**src/rtl/neuron_feeder_pkg.sv**
```systemverilog
// Shared op-code encodings and load-FSM state type for the neuron feeder.
package neuron_feeder_pkg;

    localparam logic [1:0] OP_LOAD_W = 2'b00;
    localparam logic [1:0] OP_LOAD_I = 2'b01;
    localparam logic [1:0] OP_STEP   = 2'b10;
    localparam logic [1:0] OP_RSVD   = 2'b11;

    typedef enum logic [1:0] {
        StIdle,
        StLoadW,
        StLoadI
    } state_e;

endpackage

```
**src/rtl/neuron_feeder_if.sv**
```systemverilog
// Host-facing command stream and result channel of the neuron feeder.
interface neuron_feeder_if #(
    parameter int unsigned BUS_WIDTH     = 8,
    parameter int unsigned MEMBRANE_BITS = 7
);

    logic                     in_valid;
    logic                     in_ready;
    logic [1:0]               in_op;
    logic [BUS_WIDTH-1:0]     in_data;
    logic                     out_valid;
    logic                     out_ready;
    logic                     out_spike;
    logic [MEMBRANE_BITS-1:0] out_membrane;

    modport master (
        output in_valid, in_op, in_data, out_ready,
        input  in_ready, out_valid, out_spike, out_membrane
    );

    modport slave (
        input  in_valid, in_op, in_data, out_ready,
        output in_ready, out_valid, out_spike, out_membrane
    );

endinterface

```
**src/rtl/neuron_feeder_beat_deserializer.sv**
```systemverilog
// Shadow register plus beat counter that assembles a wide vector from bus-wide beats,
// LSB-first. full_vector_o is the shadow with the current beat merged in, for same-edge commit.
module beat_deserializer #(
    parameter int unsigned Width    = 32,
    parameter int unsigned BusWidth = 8
) (
    input  logic                clk,
    input  logic                reset,
    input  logic                load_i,
    input  logic                clear_i,
    input  logic [BusWidth-1:0] data_i,
    output logic [Width-1:0]    full_vector_o,
    output logic                last_o
);

    localparam int unsigned Beats    = Width / BusWidth;
    localparam int unsigned BeatBits = (Beats > 1) ? $clog2(Beats) : 1;

    logic [BeatBits-1:0] beat_q, beat_d, beat_eff;
    logic [Width-1:0]    shadow_q, shadow_d, shadow_eff;

    // A clear in the same cycle as a load makes that load beat 0 of a fresh vector.
    always_comb begin
        beat_eff   = clear_i ? '0 : beat_q;
        shadow_eff = clear_i ? '0 : shadow_q;

        full_vector_o = shadow_eff;
        full_vector_o[beat_eff*BusWidth +: BusWidth] = data_i;

        last_o = load_i && (beat_eff == BeatBits'(Beats - 1));

        beat_d   = beat_eff;
        shadow_d = shadow_eff;
        if (load_i) begin
            shadow_d = full_vector_o;
            beat_d   = last_o ? '0 : beat_eff + BeatBits'(1);
        end
    end

    always_ff @(posedge clk) begin
        if (reset) begin
            beat_q   <= '0;
            shadow_q <= '0;
        end else begin
            beat_q   <= beat_d;
            shadow_q <= shadow_d;
        end
    end

endmodule

```
**src/rtl/neuron_feeder.sv**
```systemverilog
// Host-side driver for one neuron: deserializes weight/input vectors from a byte stream,
// issues single-cycle steps and returns each step's result on a buffered valid/ready channel.
module neuron_feeder
    import neuron_feeder_pkg::*;
#(
    parameter int unsigned SYNAPSES      = 32,
    parameter int unsigned BUS_WIDTH     = 8,
    parameter int unsigned MEMBRANE_BITS = $clog2(SYNAPSES) + 2,
    parameter int unsigned COUNT_BITS    = 16
) (
    input  logic                     clk,
    input  logic                     reset,
    neuron_feeder_if.slave           bus,
    output logic [SYNAPSES-1:0]      weights,
    output logic [SYNAPSES-1:0]      inputs,
    output logic                     neuron_enable,
    input  logic                     neuron_spike,
    input  logic [MEMBRANE_BITS-1:0] neuron_membrane,
    output logic [COUNT_BITS-1:0]    spike_count,
    output logic                     load_error
);

    if (SYNAPSES % BUS_WIDTH != 0) begin : g_bad_width
        $error("SYNAPSES must be a multiple of BUS_WIDTH");
    end

    state_e                   state_q, state_d;
    logic                     err_q, err_d;
    logic [SYNAPSES-1:0]      weights_q, weights_d;
    logic [SYNAPSES-1:0]      inputs_q, inputs_d;
    logic                     out_valid_q, out_valid_d;
    logic                     out_spike_q, out_spike_d;
    logic [MEMBRANE_BITS-1:0] out_membrane_q, out_membrane_d;
    logic [COUNT_BITS-1:0]    count_q, count_d;

    logic                in_ready;
    logic                fire;
    logic                step;
    logic                ds_load;
    logic                ds_clear;
    logic                ds_last;
    logic [SYNAPSES-1:0] ds_vector;
    logic                commit_w;
    logic                commit_i;

    assign in_ready      = !out_valid_q || bus.out_ready;
    assign fire          = bus.in_valid && in_ready;
    assign neuron_enable = step;

    // Command decode: drives the deserializer and the error flag.
    always_comb begin
        step     = 1'b0;
        ds_load  = 1'b0;
        ds_clear = 1'b0;
        err_d    = err_q;
        if (fire) begin
            unique case (bus.in_op)
                OP_LOAD_W: begin
                    ds_load = 1'b1;
                    if (state_q == StLoadI) begin
                        ds_clear = 1'b1;
                        err_d    = 1'b1;
                    end
                end
                OP_LOAD_I: begin
                    ds_load = 1'b1;
                    if (state_q == StLoadW) begin
                        ds_clear = 1'b1;
                        err_d    = 1'b1;
                    end
                end
                OP_STEP: begin
                    step = 1'b1;
                    if (state_q != StIdle) begin
                        ds_clear = 1'b1;
                        err_d    = 1'b1;
                    end
                end
                default: err_d = 1'b1;
            endcase
        end
    end

    beat_deserializer #(
        .Width    (SYNAPSES),
        .BusWidth (BUS_WIDTH)
    ) u_deser (
        .clk           (clk),
        .reset         (reset),
        .load_i        (ds_load),
        .clear_i       (ds_clear),
        .data_i        (bus.in_data),
        .full_vector_o (ds_vector),
        .last_o        (ds_last)
    );

    // Load FSM and commit selection; kept apart from decode so ds_last has no comb loop.
    always_comb begin
        state_d  = state_q;
        commit_w = 1'b0;
        commit_i = 1'b0;
        if (step) begin
            state_d = StIdle;
        end else if (ds_load) begin
            if (bus.in_op == OP_LOAD_W) begin
                commit_w = ds_last;
                state_d  = ds_last ? StIdle : StLoadW;
            end else begin
                commit_i = ds_last;
                state_d  = ds_last ? StIdle : StLoadI;
            end
        end
    end

    always_comb begin
        weights_d      = commit_w ? ds_vector : weights_q;
        inputs_d       = commit_i ? ds_vector : inputs_q;
        out_valid_d    = out_valid_q;
        out_spike_d    = out_spike_q;
        out_membrane_d = out_membrane_q;
        count_d        = count_q;
        if (step) begin
            out_valid_d    = 1'b1;
            out_spike_d    = neuron_spike;
            out_membrane_d = neuron_membrane;
            if (neuron_spike && (count_q != '1)) begin
                count_d = count_q + COUNT_BITS'(1);
            end
        end else if (bus.out_ready) begin
            out_valid_d = 1'b0;
        end
    end

    always_ff @(posedge clk) begin
        if (reset) begin
            state_q        <= StIdle;
            err_q          <= 1'b0;
            weights_q      <= '0;
            inputs_q       <= '0;
            out_valid_q    <= 1'b0;
            out_spike_q    <= 1'b0;
            out_membrane_q <= '0;
            count_q        <= '0;
        end else begin
            state_q        <= state_d;
            err_q          <= err_d;
            weights_q      <= weights_d;
            inputs_q       <= inputs_d;
            out_valid_q    <= out_valid_d;
            out_spike_q    <= out_spike_d;
            out_membrane_q <= out_membrane_d;
            count_q        <= count_d;
        end
    end

    assign bus.in_ready     = in_ready;
    assign bus.out_valid    = out_valid_q;
    assign bus.out_spike    = out_spike_q;
    assign bus.out_membrane = out_membrane_q;
    assign weights          = weights_q;
    assign inputs           = inputs_q;
    assign spike_count      = count_q;
    assign load_error       = err_q;

endmodule

```
**src/flat_wrapper.sv**
```systemverilog
// flat-port wrapper written by rule: the top's interface ports become plain ports
module neuron_feeder_flat import neuron_feeder_pkg::*;
#(
    parameter int unsigned SYNAPSES      = 32,
    parameter int unsigned BUS_WIDTH     = 8,
    parameter int unsigned MEMBRANE_BITS = $clog2(SYNAPSES) + 2,
    parameter int unsigned COUNT_BITS    = 16
)
  (clk, reset, weights, inputs, neuron_enable, neuron_spike, neuron_membrane, spike_count, load_error, bus_in_valid, bus_in_op, bus_in_data, bus_out_ready, bus_in_ready, bus_out_valid, bus_out_spike, bus_out_membrane);
  neuron_feeder_if #(.BUS_WIDTH(BUS_WIDTH), .MEMBRANE_BITS(MEMBRANE_BITS)) bus_i ();
  input  logic clk;
  input  logic reset;
  output logic [SYNAPSES-1:0] weights;
  output logic [SYNAPSES-1:0] inputs;
  output logic neuron_enable;
  input  logic neuron_spike;
  input  logic [MEMBRANE_BITS-1:0] neuron_membrane;
  output logic [COUNT_BITS-1:0] spike_count;
  output logic load_error;
  input wire logic [$bits(bus_i.in_valid)-1:0] bus_in_valid;
  input wire logic [$bits(bus_i.in_op)-1:0] bus_in_op;
  input wire logic [$bits(bus_i.in_data)-1:0] bus_in_data;
  input wire logic [$bits(bus_i.out_ready)-1:0] bus_out_ready;
  output wire logic [$bits(bus_i.in_ready)-1:0] bus_in_ready;
  output wire logic [$bits(bus_i.out_valid)-1:0] bus_out_valid;
  output wire logic [$bits(bus_i.out_spike)-1:0] bus_out_spike;
  output wire logic [$bits(bus_i.out_membrane)-1:0] bus_out_membrane;
  assign bus_i.in_valid = bus_in_valid;
  assign bus_i.in_op = bus_in_op;
  assign bus_i.in_data = bus_in_data;
  assign bus_i.out_ready = bus_out_ready;
  assign bus_in_ready = bus_i.in_ready;
  assign bus_out_valid = bus_i.out_valid;
  assign bus_out_spike = bus_i.out_spike;
  assign bus_out_membrane = bus_i.out_membrane;
  neuron_feeder #(.SYNAPSES(SYNAPSES), .BUS_WIDTH(BUS_WIDTH), .MEMBRANE_BITS(MEMBRANE_BITS), .COUNT_BITS(COUNT_BITS)) u_core (.clk(clk), .reset(reset), .bus(bus_i), .weights(weights), .inputs(inputs), .neuron_enable(neuron_enable), .neuron_spike(neuron_spike), .neuron_membrane(neuron_membrane), .spike_count(spike_count), .load_error(load_error));
endmodule
```
**config.mk**
```make
export PLATFORM = sky130hd
export DESIGN_NAME = neuron_feeder_flat
export DESIGN_NICKNAME = d
export VERILOG_FILES = /design/src/rtl/neuron_feeder_pkg.sv /design/src/rtl/neuron_feeder_if.sv /design/src/rtl/neuron_feeder_beat_deserializer.sv /design/src/rtl/neuron_feeder.sv /design/src/flat_wrapper.sv
export SDC_FILE = /design/constraint.sdc
export NUM_CORES = 1
export LEC_CHECK = 0
export CORE_MARGIN = 4
export CORE_UTILIZATION = 28
export DETAILED_ROUTE_END_ITERATION = 10
export HOLD_SLACK_MARGIN = 0.15
export PLACE_DENSITY_LB_ADDON = 0.08
export SLEW_MARGIN = 20
export SYNTH_ARGS = -nofsm -noshare
export SYNTH_HDL_FRONTEND = slang
export SYNTH_SLANG_ARGS = --single-unit
```
**constraint.sdc**
```tcl
create_clock -name clk -period 4.1 [get_ports clk]
set_input_delay 0.82 -clock clk [delete_from_list [all_inputs] [get_ports clk]]
set_output_delay 0.82 -clock clk [all_outputs]
set_load 0.005 [all_outputs]
```
### After elaboration in Yosys (flattened, before gate mapping)

Cells that the tools add are included.
W data, S select, Z words.

| word-level totals | value |
|---|---|
| flip-flop bits (word level) | 126 |
| output and inout port bits | 92 |

| operators by class | value |
|---|---|
| add/subtract/negate cells | 3 |
| equality and inequality tests | 9 |
| reduce and logical (&&, ||, !) cells | 12 |
| shifts and indexed selects | 2 |
| muxes and demuxes | 30 |

Operator list:

| cell | number |
|---|---|
| $mux W32 | 2 |
| $neg A5 Y34 | 1 |
| $shift A8 B34 Y32 const A | 1 |
| $shiftx A8 B34 Y32 | 1 |
| $bwmux W32 | 1 |
| $mux W1 | 20 |
| $add A16 B1 Y16 const B | 1 |
| $ne A16 B16 Y1 const B | 1 |
| $mux W2 | 5 |
| $eq A2 B2 Y1 const B | 3 |
| $ne A2 B1 Y1 const B | 3 |
| $pmux W1 S3 | 2 |
| $eq A2 B1 Y1 const B | 2 |
| $reduce_and A4 Y1 | 1 |
| $reduce_bool A2 Y1 | 2 |
| $reduce_or A2 Y1 | 2 |
| $logic_and A1 B1 Y1 | 3 |
| $add A2 B1 Y2 const B | 1 |
| $logic_not A2 Y1 | 1 |
| $reduce_and A2 Y1 | 1 |
| $logic_not A1 Y1 | 1 |
| $logic_or A1 B1 Y1 | 1 |

### Longest topological paths before layout

| logic depth | value |
|---|---|
| depth after elaboration | 10 |
| gate-level depth with buffers | 13 |

### Hierarchy

Synthesis repeated with hierarchy kept, for this count alone.

| unflattened totals | value |
|---|---|
| cells, all modules | 617 |
| area, all modules | 6117.1 µm² |

Modules (own cells, without submodules):

| module | cells an instance | area an instance (µm²) | times used | sequential area each (µm²) |
|---|---|---|---|---|
| neuron_feeder | 404 | 4083.9 | 1 | 1841.8 |
| beat_deserializer | 213 | 2033.2 | 1 | 680.7 |

### Worst setup path before layout

Ideal clock, no wire load.

| path | value |
|---|---|
| path type | input port to flip-flop |
| start point | input port bus_in_op[1] |
| end point | register u_core.inputs_q[24], in the netlist u_core.inputs[24] |
| setup time | 0.059 ns |
| path slack | 0.915 ns |
| required time | 4.041 ns |
| arrival time | 3.126 ns |
| cell stages on the path | 13 |
| path through | buf_4 and3b_1 o311ai_4 nand2_1 inv_1 ha_1 nand2_1 nor3_2 and2_1 buf_4 and3_1 buf_4 a22o_1 |

| between the ends | value |
|---|---|
| word-level cells in the longest chain between the ends | 9 |
| elaborated cells between the ends (all ways) | 21 |

Ends and longest elaborated chain:

| item | RTL line | text |
|---|---|---|
| start: declaration | flat_wrapper.sv:21 | `input wire logic [$bits(bus_i.in_op)-1:0] bus_in_op;` |
| parallel branches: the longest is 9 deep, another holds $neg A5 Y34 | - |  |
| end signal: assignment | neuron_feeder.sv:148 | `inputs_q <= inputs_d;` |
| end: declaration | neuron_feeder.sv:30 | `logic [SYNAPSES-1:0] inputs_q, inputs_d;` |

Parallel ways; which one is timed is not known.
A chain may end at the register's enable or synchronous reset.

### Final worst setup path

| path | value |
|---|---|
| start point | input port bus_in_op[1] |
| end point | output port neuron_enable |

| between the ends | value |
|---|---|
| word-level cells in the longest chain between the ends | 3 |

Ends and longest elaborated chain:

| item | RTL line | text |
|---|---|---|
| $eq A2 B2 Y1 | neuron_feeder.sv:57 | `unique case (bus.in_op)` |
| $mux W1 | neuron_feeder.sv:57 |  |
| $mux W1 | neuron_feeder.sv:56 | `if (fire) begin` |
| end: declaration | flat_wrapper.sv:15 | `output logic neuron_enable;` |

No other way between the ends.

==> flow_summary.yaml <==
outcome:
  status: "finished clean"
grt:
  grt_pass1_vias: 4232
  grt_pass1_wl_mm: 22.72
  grtUsageTotal_pct: 15.60
  antenna_found_initial: 0
  grt-ovfl-total: 0
  grt_max_degree: 45
worst_setup_path:
  crit_start: "bus_in_op[1]"
  cpLargestDelayFamily: "buffers and inverters"
  crit_type: "input port to output pin"
  arrival_ps: 2910
  critPathLaunchType: "input port"
  required_ps: 3280
  slowest_stage: "clkdlybuf4s50_1"
  path_depth: 6
  critical_path.cell_chain: "clkdlybuf4s50_1, buf_4, inv_1, or3_1, inv_2, clkdlybuf4s50_1"
  path_max_fanout: 13
  reg2reg_slack_ps: 1190
  r2r_cells: 10
  crit_path_frequent_cell: "clkdlybuf4s50_1"
  critPathCaptureType: "output pin"
  slowest_delay_ps: 580
  rr_startpoint: "u_core.state_q[0]"
  path_buf_inv: 5
  r2r-end: "u_core.inputs[31]"
  crit_end: "neuron_enable"
clock_tree:
  cts_tree: "done"
  postCtsSetupRepairBufs: 0
  htree_levels: 4
  worstSkewPairLatency_ps: 410
  cts_made_buffers: 17
  cts-root-buf: "clkbuf_16"
  postCtsResizedCells: 0
  clk_path_buf_depth: 2
  cts_num_sinks: 118
  clkTransAtPathRegs_ps: 50
  hold_buffers: 0
layout:
  fillCellCount: 1572
  finalNetCount: 625
  drive_above_1_share_pct: 10.51
  diodes: 0
  final-instance-count-excl-fill: 825
  syn_to_final_growth_pct: 42.70
floorplanning:
  io_pins: 114
  fp.dieW_um: 137
  chipHeight_um: 137
  start_util_pct: 28.91
  std_cell_rows: 46
  fp.coreArea_um2: 16120
  die-area_um2: 18770
power_and_ir_drop:
  p_leak_uw: 0.002380
  powerDensity_nw_per_um2: 438.2
  irDropWorstVdd_mv: 0.2514
placement:
  hpwl_mm: 9.853
  place.port_buffers: 113
  gp_congestion: 0.7646
  numPlacedInstances: 794
synth:
  synth_nets: 514
  yosys.area.top_type_share_pct: 50.70
  synth_top_family_by_area: "compound AO/OA/AOI/OAI gates"
  synthMuxAreaShare_pct: 0.2148
  synth_adder_area_share_pct: 1.611
  async_flop_share_pct: 0
  ys_seq_area_share_pct: 50.70
  syn_inst: 486
  synth.area.top_cells: "dfxtp_1 (51%), a22o_1 (11%), a21oi_1 (9.2%)"
  ys_types: 52
  synth_area_per_cell_um2: 9.587
  synth_compound_area_share_pct: 27.12
  synth_edf_count: 0
  netlist_area_um2: 4659
  synth-main-ff-cell: "dfxtp_1"
  synth-xor-area-share_pct: 2.068
  synth_warnings: 0
  ys_ff_latch: 118
  synth_largest_area_cell: "dfxtp_1"
  synth-simple-area-share_pct: 13.88
sta:
  finalCritPeriodShare_pct: 90.93
  finalHoldViolCount: 0
  rsz0062_at_grt: "no"
  timing.fmax_ghz: 0.2682
  max_slew.worst_pin.slew_ps: 831.2
  skew_ps: 8.793
  slew_violations: 0
  fin_crit_ps: 3728
  setup_tns_ps: 0
  setup_viol: 0
  relSlewSlack_pct: 44.59
route:
  firstDrtPassIters: 4
  drtIter0Drc: 210
  drc: 0
  num_vias: 4164
  detail_route.vias_per_cell: 5.047
  drt_wl_total_mm: 14.21
  final_antenna_net_count: 0
  wl_per_cell_um: 17.22
run:
  max_cap_viol_count: 0
worst_hold_path:
  worstHoldPathType: "flip-flop to flip-flop"
tightest hold or removal path: cells and delay by family (launching register included):
kind            cells  cell delay [ps]
simple gates        1               50
flops               1              300
compound gates      1               50
routing by layer:
layer / global-route usage [%] / vias up / part of all wire (%)
li1: - / 2005 / -
met5: 0 / - / 0
met2: 24.31 / 115 / 47
met4: 4.823 / 0 / 0.89
met1: 20.19 / 2037 / 46
met3: 5.625 / 7 / 6.0
Yosys cell counts (6+ instances only):
cell and number:
clkbuf_1 29, nand2_1 27, a22o_1 56, dfxtp_1 118
xnor2_1 9, inv_1 8, ha_1 6, buf_4 6
a22oi_1 25, nor2_1 32, o21ai_0 7, a21oi_1 86
nand3_1 9
logic make-up after synthesis:
group           after synthesis
mux                           1
simple gates                116
buf+inv                      48
fa+ha+maj                     6
flops                       118
xor+xnor                     11
compound gates              186
metrics by stage:
| step | setup WS [ps] | hold WS, ps | cell area [µm²] | utilization (%) | total power (µW) |
|---|---|---|---|---|---|
| 2_1_floorplan | 914.9 | 442.8 | 4659 | - | 1291 |
| 3_3_place_gp | 84.75 | 440.6 | 6012 | 37.31 | 1366 |
| 3_5_place_dp | 25.32 | 447.2 | 6015 | 37.32 | 1367 |
| 4_1_cts | 359.9 | 454.4 | 6646 | 41.24 | 2947 |
| 5_1_grt | 173.5 | 469.8 | 6649 | 41.26 | 3021 |
| 6_report | 371.7 | 449.2 | 6649 | 41.26 | 2913 |
state kept, by name, summed over array words and instances (netlist names):
name / flops
u_core.bus.out_membrane: 7
u_core.bus.out_spike: 1
u_core.bus.out_valid: 1
u_core.inputs: 32
u_core.load_error: 1
u_core.spike_count: 16
u_core.state_q: 2
u_core.u_deser.beat_q: 2
u_core.u_deser.shadow_q: 24
u_core.weights: 32
cells in the final DEF (no fill, tap or decap), drive strengths merged, types with 5 or more instances in the layout:
cell | synthesis | final
a21oi | 86 | 86
nor4 | 6 | 6
o21ai | 7 | 7
dfxtp | 118 | 118
a22oi | 25 | 25
clkdlybuf4s50 | 0 | 112
ha | 6 | 6
nand2 | 27 | 27
nor3 | 8 | 8
buf | 8 | 17
xnor2 | 9 | 9
clkinvlp | 0 | 5
nor2 | 32 | 32
clkbuf | 29 | 20
nand3 | 9 | 9
and2 | 6 | 6
a22o | 56 | 56
inv | 10 | 10
where the power goes:
part / total (µW) / internal, µW / switching (µW)
clock: 1570 / 1050 / 525
combinational: 174 / 67.1 / 107
sequential: 1170 / 1160 / 8.09
worst min path at each step:
stage | from | to | depth (start not counted)
final | u_core.bus.out_membrane[3] | u_core.bus.out_membrane[3] | 2
after global routing | u_core.bus.out_membrane[0] | u_core.bus.out_membrane[0] | 2
after CTS | u_core.bus.out_membrane[3] | u_core.bus.out_membrane[3] | 2
after detailed placement | u_core.bus.out_membrane[3] | u_core.bus.out_membrane[3] | 2
after global placement | u_core.bus.out_membrane[3] | u_core.bus.out_membrane[3] | 2
after floorplan | u_core.u_deser.shadow_q[15] | u_core.u_deser.shadow_q[15] | 1
area by class of cell:
cell class | count | area [µm²] | share of cell area (%)
Sequential cell | 118 | 2362 | 35.53
Multi-Input combinational cell | 320 | 2097 | 31.54
Timing Repair Buffer | 129 | 1246 | 18.74
Clock buffer | 20 | 456.7 | 6.869
Tap cell | 216 | 270.3 | 4.065
Clock inverter | 11 | 175.2 | 2.635
Inverter | 11 | 41.29 | 0.6210
No activity file was read; power rests on OpenSTA's default activity.
